`config.mk`:
```
export PLATFORM = sky130hd
export DESIGN_NAME = median_window_feeder_flat
export DESIGN_NICKNAME = d
export VERILOG_FILES = /design/src/rtl/median_window_feeder_if.sv /design/src/rtl/median_window_feeder.sv /design/src/flat_wrapper.sv
export SDC_FILE = /design/constraint.sdc
export NUM_CORES = 1
export LEC_CHECK = 0
export CAP_MARGIN = 20
export CELL_PAD_IN_SITES_DETAIL_PLACEMENT = 1
export CELL_PAD_IN_SITES_GLOBAL_PLACEMENT = 1
export CORE_MARGIN = 3
export CORE_UTILIZATION = 57
export CTS_CLUSTER_DIAMETER = 150
export DETAILED_ROUTE_END_ITERATION = 8
export HOLD_SLACK_MARGIN = 0.15
export PLACE_DENSITY_LB_ADDON = 0.3
export SYNTH_ARGS = -nofsm -noshare
export SYNTH_HDL_FRONTEND = slang
export SYNTH_SLANG_ARGS = --single-unit
```
`constraint.sdc`:
```
create_clock -name clk -period 9.7 [get_ports clk]
set_input_delay 0.97 -clock clk [delete_from_list [all_inputs] [get_ports clk]]
set_output_delay 0.97 -clock clk [all_outputs]
set_load 0.05 [all_outputs]
```
`src/rtl/median_window_feeder_if.sv`:
```
// Signal bundle between the 3x3 median window feeder and its neighbours:
// pixel source, downstream median stage and filtered-pixel sink.
interface median_window_feeder_if #(
    parameter int unsigned WIDTH = 8
);
    logic [WIDTH-1:0] pix_in;
    logic             pix_valid;
    logic             pix_ready;
    logic             med_nrst;
    logic [WIDTH-1:0] med_di;
    logic             med_dsi;
    logic [WIDTH-1:0] med_do;
    logic             med_dso;
    logic [WIDTH-1:0] out_pix;
    logic             out_valid;
    logic             frame_done;
    logic             err;

    // master: environment (pixel source, median stage, sink); slave: the feeder
    modport master (
        output pix_in, pix_valid, med_do, med_dso,
        input  pix_ready, med_nrst, med_di, med_dsi, out_pix, out_valid, frame_done, err
    );
    modport slave (
        input  pix_in, pix_valid, med_do, med_dso,
        output pix_ready, med_nrst, med_di, med_dsi, out_pix, out_valid, frame_done, err
    );
endinterface

```
`src/rtl/median_window_feeder.sv`:
```
// Buffers three image lines and streams each interior 3x3 window to an
// external median stage, returning one filtered pixel per window.
module median_window_feeder #(
    parameter int unsigned WIDTH   = 8,
    parameter int unsigned COLS    = 16,
    parameter int unsigned ROWS    = 16,
    parameter int unsigned TIMEOUT = 64
) (
    input  logic                  clk,
    input  logic                  rst,
    median_window_feeder_if.slave bus
);
    localparam int unsigned COL_W  = $clog2(COLS);
    localparam int unsigned LINE_W = $clog2(ROWS + 1);
    localparam int unsigned WAIT_W = $clog2(TIMEOUT + 1);
    localparam int unsigned K_W    = 4;

    typedef enum logic [2:0] {S_FILL, S_MRST, S_BURST, S_WAIT, S_EMIT} state_e;

    state_e            state_q, state_d;
    logic [COL_W-1:0]  col_q, col_d;
    logic [COL_W-1:0]  c_q, c_d;
    logic [LINE_W-1:0] line_q, line_d;
    logic [1:0]        wr_line_q, wr_line_d;
    logic [K_W-1:0]    k_q, k_d;
    logic [WAIT_W-1:0] wait_q, wait_d;
    logic              pix_ready_q, pix_ready_d;
    logic              med_nrst_q, med_nrst_d;
    logic              med_dsi_q, med_dsi_d;
    logic [WIDTH-1:0]  med_di_q, med_di_d;
    logic [WIDTH-1:0]  out_pix_q, out_pix_d;
    logic              out_valid_q, out_valid_d;
    logic              frame_done_q, frame_done_d;
    logic              err_q, err_d;

    logic [WIDTH-1:0]  line_buf [3][COLS];

    logic              xfer, line_end, row_last, frame_last;
    logic [K_W-1:0]    s_idx;
    logic [1:0]        s_row, s_off, s_slot;
    logic [2:0]        s_sum;
    logic [COL_W-1:0]  s_col;

    assign xfer       = bus.pix_valid & pix_ready_q;
    assign line_end   = xfer && (col_q == COL_W'(COLS - 1));
    assign row_last   = (c_q == COL_W'(COLS - 2));
    assign frame_last = row_last && (line_q == LINE_W'(ROWS));

    // Newest line lands in the oldest slot; no reset needed, pointers define validity.
    always_ff @(posedge clk) begin
        if (xfer) begin
            line_buf[wr_line_q][col_q] <= bus.pix_in;
        end
    end

    // Window sample for the next burst cycle; top line sits at the write pointer slot.
    always_comb begin
        s_idx = ((state_q == S_BURST) && (k_q < K_W'(8))) ? k_q + K_W'(1) : '0;
        if (s_idx < K_W'(3)) begin
            s_row = 2'd0;
        end else if (s_idx < K_W'(6)) begin
            s_row = 2'd1;
        end else begin
            s_row = 2'd2;
        end
        s_off  = 2'(s_idx - K_W'(3) * K_W'(s_row));
        s_sum  = 3'(wr_line_q) + 3'(s_row);
        s_slot = (s_sum >= 3'd3) ? 2'(s_sum - 3'd3) : 2'(s_sum);
        s_col  = c_q - COL_W'(1) + COL_W'(s_off);
    end

    always_ff @(posedge clk) begin
        if (rst) begin
            state_q      <= S_FILL;
            col_q        <= '0;
            c_q          <= COL_W'(1);
            line_q       <= '0;
            wr_line_q    <= '0;
            k_q          <= '0;
            wait_q       <= '0;
            pix_ready_q  <= 1'b0;
            med_nrst_q   <= 1'b0;
            med_dsi_q    <= 1'b0;
            med_di_q     <= '0;
            out_pix_q    <= '0;
            out_valid_q  <= 1'b0;
            frame_done_q <= 1'b0;
            err_q        <= 1'b0;
        end else begin
            state_q      <= state_d;
            col_q        <= col_d;
            c_q          <= c_d;
            line_q       <= line_d;
            wr_line_q    <= wr_line_d;
            k_q          <= k_d;
            wait_q       <= wait_d;
            pix_ready_q  <= pix_ready_d;
            med_nrst_q   <= med_nrst_d;
            med_dsi_q    <= med_dsi_d;
            med_di_q     <= med_di_d;
            out_pix_q    <= out_pix_d;
            out_valid_q  <= out_valid_d;
            frame_done_q <= frame_done_d;
            err_q        <= err_d;
        end
    end

    always_comb begin
        state_d = state_q;
        case (state_q)
            S_FILL:  if (line_end && (line_q >= LINE_W'(2))) state_d = S_MRST;
            S_MRST:  state_d = S_BURST;
            S_BURST: if (k_q == K_W'(8)) state_d = S_WAIT;
            S_WAIT:  if (bus.med_dso || (wait_q == WAIT_W'(TIMEOUT - 1))) state_d = S_EMIT;
            S_EMIT:  state_d = row_last ? S_FILL : S_MRST;
            default: state_d = S_FILL;
        endcase
    end

    // Counters, result capture and outputs registered against the next state.
    always_comb begin
        col_d        = col_q;
        c_d          = c_q;
        line_d       = line_q;
        wr_line_d    = wr_line_q;
        k_d          = k_q;
        wait_d       = '0;
        med_di_d     = med_di_q;
        out_pix_d    = out_pix_q;
        err_d        = err_q;
        frame_done_d = 1'b0;

        if (xfer) begin
            if (col_q == COL_W'(COLS - 1)) begin
                col_d     = '0;
                line_d    = line_q + LINE_W'(1);
                wr_line_d = (wr_line_q == 2'd2) ? 2'd0 : wr_line_q + 2'd1;
            end else begin
                col_d = col_q + COL_W'(1);
            end
        end

        case (state_q)
            S_MRST:  k_d = '0;
            S_BURST: k_d = k_q + K_W'(1);
            S_WAIT: begin
                wait_d = wait_q + WAIT_W'(1);
                if (bus.med_dso) begin
                    out_pix_d = bus.med_do;
                end else if (wait_q == WAIT_W'(TIMEOUT - 1)) begin
                    out_pix_d = '0;
                    err_d     = 1'b1;
                end
            end
            S_EMIT: begin
                if (row_last) begin
                    c_d = COL_W'(1);
                    if (frame_last) begin
                        line_d       = '0;
                        wr_line_d    = '0;
                        frame_done_d = 1'b1;
                    end
                end else begin
                    c_d = c_q + COL_W'(1);
                end
            end
            default: ;
        endcase

        if (state_d == S_BURST) begin
            med_di_d = line_buf[s_slot][s_col];
        end

        pix_ready_d = (state_d == S_FILL);
        med_nrst_d  = (state_d != S_MRST);
        med_dsi_d   = (state_d == S_BURST);
        out_valid_d = (state_d == S_EMIT);
    end

    assign bus.pix_ready  = pix_ready_q;
    assign bus.med_nrst   = med_nrst_q;
    assign bus.med_dsi    = med_dsi_q;
    assign bus.med_di     = med_di_q;
    assign bus.out_pix    = out_pix_q;
    assign bus.out_valid  = out_valid_q;
    assign bus.frame_done = frame_done_q;
    assign bus.err        = err_q;
endmodule

```
`src/flat_wrapper.sv`:
```
// flat-port wrapper written by rule: the top's interface ports become plain ports
module median_window_feeder_flat 
#(
    parameter int unsigned WIDTH   = 8,
    parameter int unsigned COLS    = 16,
    parameter int unsigned ROWS    = 16,
    parameter int unsigned TIMEOUT = 64
)
  (clk, rst, bus_pix_in, bus_pix_valid, bus_med_do, bus_med_dso, bus_pix_ready, bus_med_nrst, bus_med_di, bus_med_dsi, bus_out_pix, bus_out_valid, bus_frame_done, bus_err);
  median_window_feeder_if #(.WIDTH(WIDTH)) bus_i ();
  input  logic clk;
  input  logic rst;
  input wire logic [$bits(bus_i.pix_in)-1:0] bus_pix_in;
  input wire logic [$bits(bus_i.pix_valid)-1:0] bus_pix_valid;
  input wire logic [$bits(bus_i.med_do)-1:0] bus_med_do;
  input wire logic [$bits(bus_i.med_dso)-1:0] bus_med_dso;
  output wire logic [$bits(bus_i.pix_ready)-1:0] bus_pix_ready;
  output wire logic [$bits(bus_i.med_nrst)-1:0] bus_med_nrst;
  output wire logic [$bits(bus_i.med_di)-1:0] bus_med_di;
  output wire logic [$bits(bus_i.med_dsi)-1:0] bus_med_dsi;
  output wire logic [$bits(bus_i.out_pix)-1:0] bus_out_pix;
  output wire logic [$bits(bus_i.out_valid)-1:0] bus_out_valid;
  output wire logic [$bits(bus_i.frame_done)-1:0] bus_frame_done;
  output wire logic [$bits(bus_i.err)-1:0] bus_err;
  assign bus_i.pix_in = bus_pix_in;
  assign bus_i.pix_valid = bus_pix_valid;
  assign bus_i.med_do = bus_med_do;
  assign bus_i.med_dso = bus_med_dso;
  assign bus_pix_ready = bus_i.pix_ready;
  assign bus_med_nrst = bus_i.med_nrst;
  assign bus_med_di = bus_i.med_di;
  assign bus_med_dsi = bus_i.med_dsi;
  assign bus_out_pix = bus_i.out_pix;
  assign bus_out_valid = bus_i.out_valid;
  assign bus_frame_done = bus_i.frame_done;
  assign bus_err = bus_i.err;
  median_window_feeder #(.WIDTH(WIDTH), .COLS(COLS), .ROWS(ROWS), .TIMEOUT(TIMEOUT)) u_core (.clk(clk), .rst(rst), .bus(bus_i));
endmodule
```
After elaboration in Yosys (flattened, before gate mapping)
Memories as Yosys holds them, arrays and structs flattened.
Cells that the tools add are included.
{ "word_totals": {"input_bits": 20, "ramBits": 384, "elab_cells": 103, "memories": 1, "reg_bits": 51, "output_inout_bits": 22} }
{ "memory_table": {"columns": ["memory", "depth", "width", "read_ports", "rd_ports_with_merged_regs", "wr", "line", "rtl"], "rows": [
  ["u_core.line_buf", 3, 128, 1, 0, 1, "median_window_feeder.sv:36", "logic [WIDTH-1:0] line_buf [3][COLS];"]
]} }
{ "op_classes": {"n_mux": 33, "multipliers": 1, "bitwise": 7, "reduce_logical": 14, "magnitude_cmp": 8, "add_sub_neg": 11, "eq_ne": 13} }
{ "op_table": {"columns": ["op", "count"], "rows": [
  ["two-way mux 128 bit", 1],
  ["two-way mux 8 bit", 5],
  ["binary-select mux 8 bit (select 4 bit)", 1],
  ["demux 8 bit (select 4 bit)", 1],
  ["two-way mux 5 bit", 5],
  ["two-way mux 2 bit", 9],
  ["case mux 3 bit (5 select lines)", 1],
  ["adder 4 x 1 -> 4 bit, second input constant", 3],
  ["== test 4 bit, second input constant", 3],
  ["two-way mux 4 bit", 3],
  ["greater-or-equal comparator 5 bit, second input constant", 2],
  ["NOT 4 -> 5 bit", 2],
  ["== test 3 x 2 -> 1 bit, second input constant", 3],
  ["two-way mux 3 bit", 3],
  ["case mux 4 bit (2 select lines)", 1],
  ["adder 7 x 1 -> 7 bit, second input constant", 1],
  ["== test 7 x 6 -> 1 bit, second input constant", 1],
  ["== test 3 bit, second input constant", 2],
  ["logical NOT 3 bit", 2],
  ["adder 5 x 1 -> 5 bit, second input constant", 1],
  ["== test 5 bit, second input constant", 1],
  ["greater-or-equal comparator 5 x 2 -> 1 bit, second input constant", 1],
  ["logical AND 1 bit", 5],
  ["less-than comparator 5 x 1 -> 1 bit, second input constant", 1],
  ["other kinds (23)", 29]
]} }

Logic depth before layout (Yosys ltp)
Gate-level depths: netlist (run 1).
{ "depth": {"depth_word": 13, "depth_mapped": 21, "ltp_nobuf": 18} }

Worst setup path after synthesis (run 1)
Ideal clock, no wire load.
{ "synth_path": {"path_type": "register to register", "from": "reg u_core.k_q[0]", "to": "reg u_core.med_di_q[4] (netlist: u_core.bus.med_di[4])", "n_path_buf": 3, "path_stages_with_launch": 19, "period_less_slack_ps": 4289, "path_slack_ps": 5411, "setup_time_ps": 136, "t_arrival_ps": 4153, "t_required_ps": 9564, "path_cell_list": "dfxtp_1 > ha_1 > xor2_1 > mux2i_1 > and3_1 > ha_1 > inv_1 > fa_1 > clkbuf_1 > inv_1 > ha_1 > and2b_4 > o21a_1 > buf_6 > buf_12 > mux4_2 > o2bb2ai_2 > a2111oi_4 > o32ai_2"} }
{ "synth_via": {"elab_chain_len": 13, "elab_cells_between_ends": 24, "classes_between": "add/sub (5); mul (1); order compare (4); eq/ne (2); mux (9); bitwise (1); reduce/logical (1); memory (1)"} }
{ "synth_lines": {"columns": ["item", "line", "rtl"], "rows": [
  ["from (decl)", "median_window_feeder.sv:25", "logic [K_W-1:0] k_q, k_d;"],
  ["from (signal assigned)", "median_window_feeder.sv:95", "k_q <= k_d;"],
  ["less-than comparator 4 bit", "median_window_feeder.sv:58", "s_idx = ((state_q == S_BURST) && (k_q < K_W'(8))) ? k_q + K_W'(1) : '0;"],
  ["logical AND 1 bit", "median_window_feeder.sv:58", null],
  ["two-way mux 4 bit", "median_window_feeder.sv:58", null],
  ["less-than comparator 4 x 3 -> 1 bit", "median_window_feeder.sv:61", "end else if (s_idx < K_W'(6)) begin"],
  ["two-way mux 2 bit", "median_window_feeder.sv:61", null],
  ["two-way mux 2 bit", "median_window_feeder.sv:59", "if (s_idx < K_W'(3)) begin"],
  ["multiplier 1 x 2 -> 2 bit / adder 2 x 2 -> 3 bit (equally long branches)", "median_window_feeder.sv:66, median_window_feeder.sv:67", null],
  ["subtractor 2 bit, or another cell as far along", "median_window_feeder.sv:66", "s_off = 2'(s_idx - K_W'(3) * K_W'(s_row));"],
  ["adder 4 x 2 -> 4 bit / two-way mux 2 bit (equally long branches)", "median_window_feeder.sv:69, median_window_feeder.sv:68", null],
  ["NOT 4 -> 5 bit (implied by the code) / memory read (3 x 128 bit) (equally long branches)", null, null],
  ["binary-select mux 8 bit (select 4 bit)", "median_window_feeder.sv:171", "med_di_d = line_buf[s_slot][s_col];"],
  ["two-way mux 8 bit (implied by the code) (2 in series)", "median_window_feeder.sv:171", null],
  ["to (signal assigned)", "median_window_feeder.sv:100", "med_di_q <= med_di_d;"],
  ["to (decl)", "median_window_feeder.sv:30", "logic [WIDTH-1:0] med_di_q, med_di_d;"]
]} }
Several ways; a longest one is shown, not always the timed one. The select of a mux whose other input is x is not followed.
A chain may end at the register's enable or synchronous reset.

Worst setup path in the final report (run 1)
{ "layout_path": {"from": "reg u_core.k_q[0]", "to": "reg u_core.med_di_q[5] (netlist: u_core.bus.med_di[5])"} }
The elaborated chain is that of the path after synthesis.

==> metrics.md, run 1 <==
| Metric | Value |
|---|---|
| DR top layer | `met4` |
| IO Count | `42` |
| CP max stage cell | `mux4_1` |
| Post-DP HPWL | `30100 um` |
| Global route overflow | `0` |
| Pwr/cell area | `192 nW/um^2` |
| Post-CTS sizing | `0` |
| Register bit total from synthesis | `435` |
| RSZ-0062 raised after global routing | `no` |
| Clk root buf | `clkbuf_16` |
| Starting DRT DRC Count | `1141` |
| CTS Sinks | `435` |
| Post-Layout Cell Count | `1622` |
| Share of the synthesized area in the top cell type | `0.628` |
| Fin. Hold Viols | `0` |
| Critical Path End Type | `flop` |
| DR vias/cell | `6.81` |
| ANT cells | `0` |
| Setup_tns | `0 ns` |
| Die W | `185 um` |
| Fmax | `0.177 GHz` |
| Part of the cycle the worst path needs | `0.583` |
| Met1 wire length | `19100 um` |
| Post-Place Cells | `1534` |
| I/O Buffers | `41` |
| Critical path data arrival time | `6.07 ns` |
| Clock slew at reported path FFs | `0.07 ns` |
| Met2 WL | `23800 um` |
| Top post-synthesis cells by area | `edfxtp_1, mux4_2, dfxtp_1, nor2_1, mux2i_1` |
| Top_reg_cell synth | `edfxtp_1` |
| Largest delay share family, worst path | `compound AO/OA/AOI/OAI gates` |
| Worst slew pin tran | `1.14 ns` |
| Peak supply drop | `180 uV` |
| P_leak | `6.91 nW` |
| Max Cap Viol | `0` |
| Final Slew Violations | `0` |
| Layout area overhead | `12.8%` |
| Layout cells sized above 1 | `0.162` |
| Core ar. | `31600 um^2` |
| Worst Clk Skew | `0.0278 ns` |
| Pin count of the biggest net entering global routing | `64` |
| H-tree depth | `2` |
| Critical path peak fanout | `43` |
| Post-synthesis cell count | `1142` |
| Cell Rows | `65` |
| Post-synthesis cell type count | `65` |
| Share of flip-flops with an asynchronous set or reset | `0` |
| Worst EP required | `10.11 ns` |
| DR WL met3 | `4530 um` |
| CP cell instances | `ha_1, xor2_1, mux2i_1, and3_1, ha_2, inv_1, fa_1, buf_4, inv_1, ha_1, and2b_4, o21a_4, buf_16, mux4_1, a22o_1, a2111oi_2, a2111oi_1` |
| WL per Instance | `30.4 um` |
| Status | `finished clean` |
| Fill cell count | `2738` |
| Longest Clk Path Bufs | `3` |
| DRC errors left | `0` |
| Die area | `34400 um^2` |
| Pre-antenna DRT Iters | `5` |
| Final WL | `49400 um` |
| First-pass GRT wire length | `74000 um` |
| Synthesized area per cell | `16.1 um^2` |
| Slew Limit Headroom | `0.235` |
| Initial antenna violation count | `0` |
| Initial Utilization | `0.580` |
| Setup bufs post-CTS | `0` |
| CTS tree | `done` |
| Min Tclk post-route | `5.65 ns` |
| Total track usage | `0.293` |
| Element type at the critical path start | `flop` |
| Post-Syn Nets | `1181` |
| Ys Warns | `0` |
| Fin nets | `1222` |
| GPL Wtd Cong | `0.826` |
| Worst hold path class | `reg -> reg` |
| ANT nets after route | `0` |
| Sequential share of the synthesized area | `0.684` |
| Die Height | `185 um` |
| Finish-stage setup viols | `0` |
| CP Class | `reg -> reg` |
| Vias in the first global route | `11402` |
| Slowest Stage Delay on Critical Path | `0.65 ns` |
| Synth area leader | `edfxtp_1` |
| Routed vias | `11053` |
| Synth Cell Area | `18400 um^2` |
| Clock latency on the worst-skew pair | `0.56 ns` |
| Hold_buf cts | `0` |
| Crit path buffers/inverters | `4` |
| Total CTS buffers | `45` |
| Post-synth EDFFs | `384` |
## path summary, 6_finish.rpt
check | start | endpoint | slack, ns | depth (start not counted)
max | u_core.k_q[0]$_SDFFE_PP0P_ | u_core.bus.med_di[5]$_SDFFE_PP0P_ | 4.05 | 17
min | u_core.wait_q[0]$_SDFF_PP0_ | u_core.wait_q[0]$_SDFF_PP0_ | 0.46 | 1
max reg2reg | u_core.k_q[0]$_SDFFE_PP0P_ | u_core.bus.med_di[5]$_SDFFE_PP0P_ | 4.05 | 17
min reg2reg | u_core.wait_q[0]$_SDFF_PP0_ | u_core.wait_q[0]$_SDFF_PP0_ | 0.46 | 1
## worst reg2reg max path, delay by kind of cell (launching register included)
| kind | cells | cell delay, ns |
|---|---|---|
| AO/OA/AOI/OAI | 4 | 1.27 |
| adder cells (fa/ha/maj) | 4 | 1.12 |
| multiplexers | 2 | 0.88 |
| AND/OR/NAND/NOR | 2 | 0.83 |
| buffers and inverters | 4 | 0.71 |
| flip-flops | 1 | 0.43 |
| XOR/XNOR | 1 | 0.28 |
## routing by layer
metal | vias to the layer above | global-route usage
met5 | - | 0
met4 | 0 | 0.111
met3 | 127 | 0.0566
met2 | 678 | 0.474
met1 | 5644 | 0.401
li1 | 4604 | -
## cell usage in the layout, fill, tap and decap left out, types with 5 or more instances in the layout
cell / n
o21ai_0: 29
nor2_1: 96
a211oi_1: 25
inv_1: 23
nand3_1: 20
and2_1: 6
xor2_1: 8
ha_1: 14
o22ai_1: 22
a21oi_1: 35
bufinv_16: 10
and3_1: 23
clkdlybuf4s50_1: 39
nor2b_1: 9
clkinv_1: 8
clkbuf_16: 45
or3_1: 5
xnor2_1: 8
clkinv_2: 5
edfxtp_1: 384
clkbuf_1: 12
a22o_1: 15
nor3_1: 14
mux2i_1: 30
a22oi_1: 6
o21bai_1: 7
dfxtp_1: 51
buf_4: 19
mux2_2: 19
mux4_1: 6
nand2_1: 52
nand2b_1: 7
a31oi_1: 10
a311oi_1: 5
o211a_1: 8
mux4_2: 74
## power breakdown
part / leakage [nW] / switching, mW / internal, mW
registers: 3.86 / 0.00228 / 2.04
clock network: 0.768 / 0.732 / 1.13
logic: 2.28 / 0.0444 / 0.0152
total: 6.91 / 0.779 / 3.19
## Yosys cell counts, types with 4 or more instances
| cell type | count |
|---|---|
| nor2b_1 | 9 |
| a21oi_1 | 35 |
| a2bb2oi_1 | 5 |
| nand3_1 | 20 |
| mux2_2 | 19 |
| nor2_1 | 96 |
| buf_2 | 19 |
| dfxtp_1 | 51 |
| or3_1 | 5 |
| and3_1 | 23 |
| mux4_2 | 74 |
| a211o_1 | 4 |
| buf_1 | 4 |
| nor3_1 | 14 |
| ha_1 | 17 |
| inv_1 | 23 |
| clkbuf_1 | 37 |
| a2111oi_0 | 4 |
| a31oi_1 | 10 |
| a311oi_1 | 5 |
| xnor2_1 | 8 |
| o22ai_1 | 22 |
| nand2_1 | 52 |
| mux4_1 | 6 |
| nand2b_1 | 7 |
| o21ai_0 | 29 |
| a21boi_0 | 4 |
| mux2i_1 | 30 |
| nand4_1 | 4 |
| edfxtp_1 | 384 |
| a22o_1 | 15 |
| o21bai_1 | 7 |
| a22oi_1 | 6 |
| and2_1 | 6 |
| o211a_1 | 8 |
| a211oi_1 | 25 |
| xor2_1 | 9 |
## state kept, by name, summed over array words and instances, names as in the netlist
| name | cells |
|---|---|
| u_core.bus.err | 1 |
| u_core.bus.frame_done | 1 |
| u_core.bus.med_di | 8 |
| u_core.bus.med_dsi | 1 |
| u_core.bus.med_nrst | 1 |
| u_core.bus.out_pix | 8 |
| u_core.bus.out_valid | 1 |
| u_core.bus.pix_ready | 1 |
| u_core.c_q | 4 |
| u_core.col_q | 4 |
| u_core.k_q | 4 |
| u_core.line_buf | 384 |
| u_core.line_q | 5 |
| u_core.state_q | 3 |
| u_core.wait_q | 7 |
| u_core.wr_line_q | 2 |
## stage by stage
step	instance area [um^2]	utilization	hold slack [ns]	setup slack, ns	power, mW
after global placement	19100	0.603	0.430	4.19	2.13
after floorplan	18400	-	0.418	5.41	2.09
final	20700	0.654	0.461	4.05	3.97
after CTS	20600	0.652	0.461	3.76	3.98
after detailed placement	19100	0.603	0.451	3.91	2.14
after global routing	20700	0.654	0.488	3.75	4.06
## cells by family after synthesis
family,after synthesis,share of synthesized area
and+or+nand+nor,246,0.0622
DFF,435,0.684
buffers and inverters,92,0.0246
muxes,129,0.127
adders and majority gates,19,0.0138
AOI/OAI and AO/OA,204,0.0799
xor gates and xnor gates,17,0.00811
## final cells by class
type | instances | area, um^2 | area share
sequential | 435 | 12600 | 0.606
multi-input combinational | 615 | 5390 | 0.260
clock buffer | 58 | 1180 | 0.0572
timing repair buffer | 63 | 593 | 0.0287
tap | 402 | 503 | 0.0243
clock inverter | 26 | 393 | 0.0190
inverter | 23 | 86.3 | 0.00417
Power figures use the tool's default switching activity.
==> run 2, diff against run 1 <==
--- a/config.mk
+++ b/config.mk
@@ -9,7 +9,7 @@
 export CELL_PAD_IN_SITES_DETAIL_PLACEMENT = 1
 export CELL_PAD_IN_SITES_GLOBAL_PLACEMENT = 1
 export CORE_MARGIN = 3
-export CORE_UTILIZATION = 57
+export CORE_UTILIZATION = 48
 export CTS_CLUSTER_DIAMETER = 150
 export DETAILED_ROUTE_END_ITERATION = 8
 export HOLD_SLACK_MARGIN = 0.15
==> constraint.sdc (replaced) <==
create_clock -name clk -period 4.58 [get_ports clk]
set_input_delay 0.458 -clock clk [delete_from_list [all_inputs] [get_ports clk]]
set_output_delay 0.458 -clock clk [all_outputs]
set_load 0.05 [all_outputs]
==> metrics.md, run 2 (same netlist as run 1, synthesis figures left out) <==
| Metric | Value |
|---|---|
| Status | `finished clean` |
| Clock network fraction of total power | `0.443` |
| ANT cells | `0` |
| Slew Limit Headroom | `0.278` |
| H-tree depth | `2` |
| Die Height | `202 um` |
| Clock slew at reported path FFs | `0.06 ns` |
| Die area | `40600 um^2` |
| Worst slew pin tran | `1.08 ns` |
| CTS tree | `done` |
| Critical Path End Type | `flop` |
| Starting DRT DRC Count | `944` |
| Placement Cell Area | `19400 um^2` |
| Layout cells sized above 1 | `0.198` |
| DRC errors left | `0` |
| Clock latency on the worst-skew pair | `0.58 ns` |
| Core ar. | `37100 um^2` |
| Total power | `7.98 mW` |
| Cell Rows | `70` |
| Min Tclk post-route | `4.42 ns` |
| Design area | `21100 um^2` |
| Worst EP required | `5.03 ns` |
| CTS Sinks | `435` |
| Layout area overhead | `14.8%` |
| Worst hold path class | `reg -> reg` |
| Worst Clk Skew | `0.0198 ns` |
| Most common cell after layout, fill and taps aside | `edfxtp_1` |
| Largest register FFs | `384` |
| Final WL | `48800 um` |
| I/O Buffers | `41` |
| DR vias/cell | `6.14` |
| Most frequent cells in the layout | `edfxtp_1, nor2_1, mux4_2` |
| Final Slew Violations | `0` |
| Pin count of the biggest net entering global routing | `49` |
| Total track usage | `0.239` |
| Routed vias | `10825` |
| NetSw | `1.63 mW` |
| Start point of the worst hold path | `u_core.wait_q[0]$_SDFF_PP0_` |
| Cell count of the worst hold path | `1` |
| P_leak | `7.06 nW` |
| Flop pwr share | `0.541` |
| Die W | `202 um` |
| Reg2reg path depth | `16` |
| Setup_tns | `0 ns` |
| Post-DP HPWL | `31700 um` |
| Initial antenna violation count | `0` |
| Fmax | `0.226 GHz` |
| Post-Place Cells | `1664` |
| CP Class | `reg -> reg` |
| Peak supply drop | `295 uV` |
| ANT nets after route | `0` |
| Critical path data arrival time | `4.87 ns` |
| Critical path peak fanout | `10` |
| Pre-antenna DRT Iters | `5` |
| Hold Path Sink | `u_core.wait_q[0]$_SDFF_PP0_` |
| Register area | `12600 um^2` |
| GPL Wtd Cong | `0.866` |
| First-pass GRT wire length | `73000 um` |
| Fin. Hold Viols | `0` |
| Area of the multi-input gates | `5420 um^2` |
| Initial Utilization | `0.494` |
| Reg-to-Reg End | `u_core.bus.med_di[5]$_SDFFE_PP0P_` |
| Final Core Density | `0.567` |
| Post-Layout Cell Count | `1763` |
| Global route overflow | `0` |
| Vias in the first global route | `11285` |
| Fin nets | `1263` |
| Top reg by flops | `u_core.line_buf` |
| RR Startpoint | `u_core.k_q[0]$_SDFFE_PP0P_` |
| P_int | `6.35 mW` |
| IO Count | `42` |
| Total CTS buffers | `46` |
| Fill cell count | `3440` |
| WL per Instance | `27.7 um` |
| Pwr/cell area | `379 nW/um^2` |
| Switching Fraction | `0.204` |
| Max Cap Viol | `0` |
| Element type at the critical path start | `flop` |
| Longest Clk Path Bufs | `3` |
| Clk root buf | `clkbuf_16` |
| Reg2Reg Setup Slack | `0.16 ns` |
| Part of the cycle the worst path needs | `0.964` |
| Finish-stage setup viols | `0` |
| Combinational share of power | `0.015` |
==> run 2: changes by cell type in the layout (fill, tap and decap cells not counted), moves of 3 or more <==
cell	previous run	this run
clkbuf_1	12	9
buf_12	0	6
bufinv_16	10	2
clkinv_2	5	10
buf_4	19	53
==> run 2: worst max-delay path, cell delays in order, from the launching register on <==
cell and delay (ns):
dfxtp_4 0.39, inv_1 0.07, ha_2 0.36, nand2_1 0.07, mux2i_1 0.15, and3_1 0.22, ha_2 0.19, inv_1 0.05
fa_1 0.49, inv_1 0.07, ha_1 0.22, and2b_4 0.30, o21a_4 0.24, mux4_1 0.64, a22o_1 0.28, a2111oi_2 0.39
a2111oi_1 0.14
==> run 2: what timing repair did <==
| action | 4_1_cts | 5_1_grt |
|---|---|---|
| pin swaps | 1 | 2 |
| buffers inserted | 4 | 12 |
| resized for setup | 5 | 10 |
| endpoints found under the setup margin | 8 | 8 |
| hold buffers | 0 | 0 |
==> run 2: how the worst max path moves through the flow <==
stage / from / end / slack, ns
floorplan: u_core.k_q[0]$_SDFFE_PP0P_ / u_core.bus.med_di[4]$_SDFFE_PP0P_ / 0.29
global route: u_core.k_q[0]$_SDFFE_PP0P_ / u_core.bus.med_di[0]$_SDFFE_PP0P_ / -0.01
global placement: u_core.k_q[0]$_SDFFE_PP0P_ / u_core.bus.med_di[1]$_SDFFE_PP0P_ / 0.17
finish: u_core.k_q[0]$_SDFFE_PP0P_ / u_core.bus.med_di[5]$_SDFFE_PP0P_ / 0.16
detailed placement: u_core.k_q[0]$_SDFFE_PP0P_ / u_core.bus.med_di[1]$_SDFFE_PP0P_ / -0.03
CTS: u_core.k_q[1]$_SDFFE_PP0P_ / u_core.bus.med_di[1]$_SDFFE_PP0P_ / 0.01
==> run 2: power by group through the flow <==
| stage | Combinational, mW | Sequential [mW] | Clock [mW] |
|---|---|---|---|
| floorplan | 0.0258 | 4.41 | 0 |
| global placement | 0.116 | 4.41 | 0 |
| detailed placement | 0.122 | 4.41 | 0 |
| CTS | 0.122 | 4.32 | 3.59 |
| global route | 0.132 | 4.32 | 3.76 |
| finish | 0.122 | 4.32 | 3.54 |
==> run 2: layer usage <==
layer	vias up	wire, um	track usage
met5	-	0	0
met4	0	1070	0.0630
met3	84	3410	0.0516
met2	386	23800	0.394
met1	5657	20500	0.326
li1	4698	-	-
==> run 2: cell type report <==
class	count	area share
clock buffers	59	0.0582
well taps	504	0.0299
inverters	23	0.00410
clock inverters	24	0.00867
multi-input cells	615	0.257
flip-flops and latches	435	0.596
repair buffers	103	0.0457
==> run 2: stage by stage <==
step	setup slack, ns	hold slack (ns)
after floorplan	0.291	0.418
after global placement	0.170	0.435
after detailed placement	-0.0258	0.445
after CTS	0.0134	0.457
after global routing	-0.0128	0.481
final	0.163	0.453
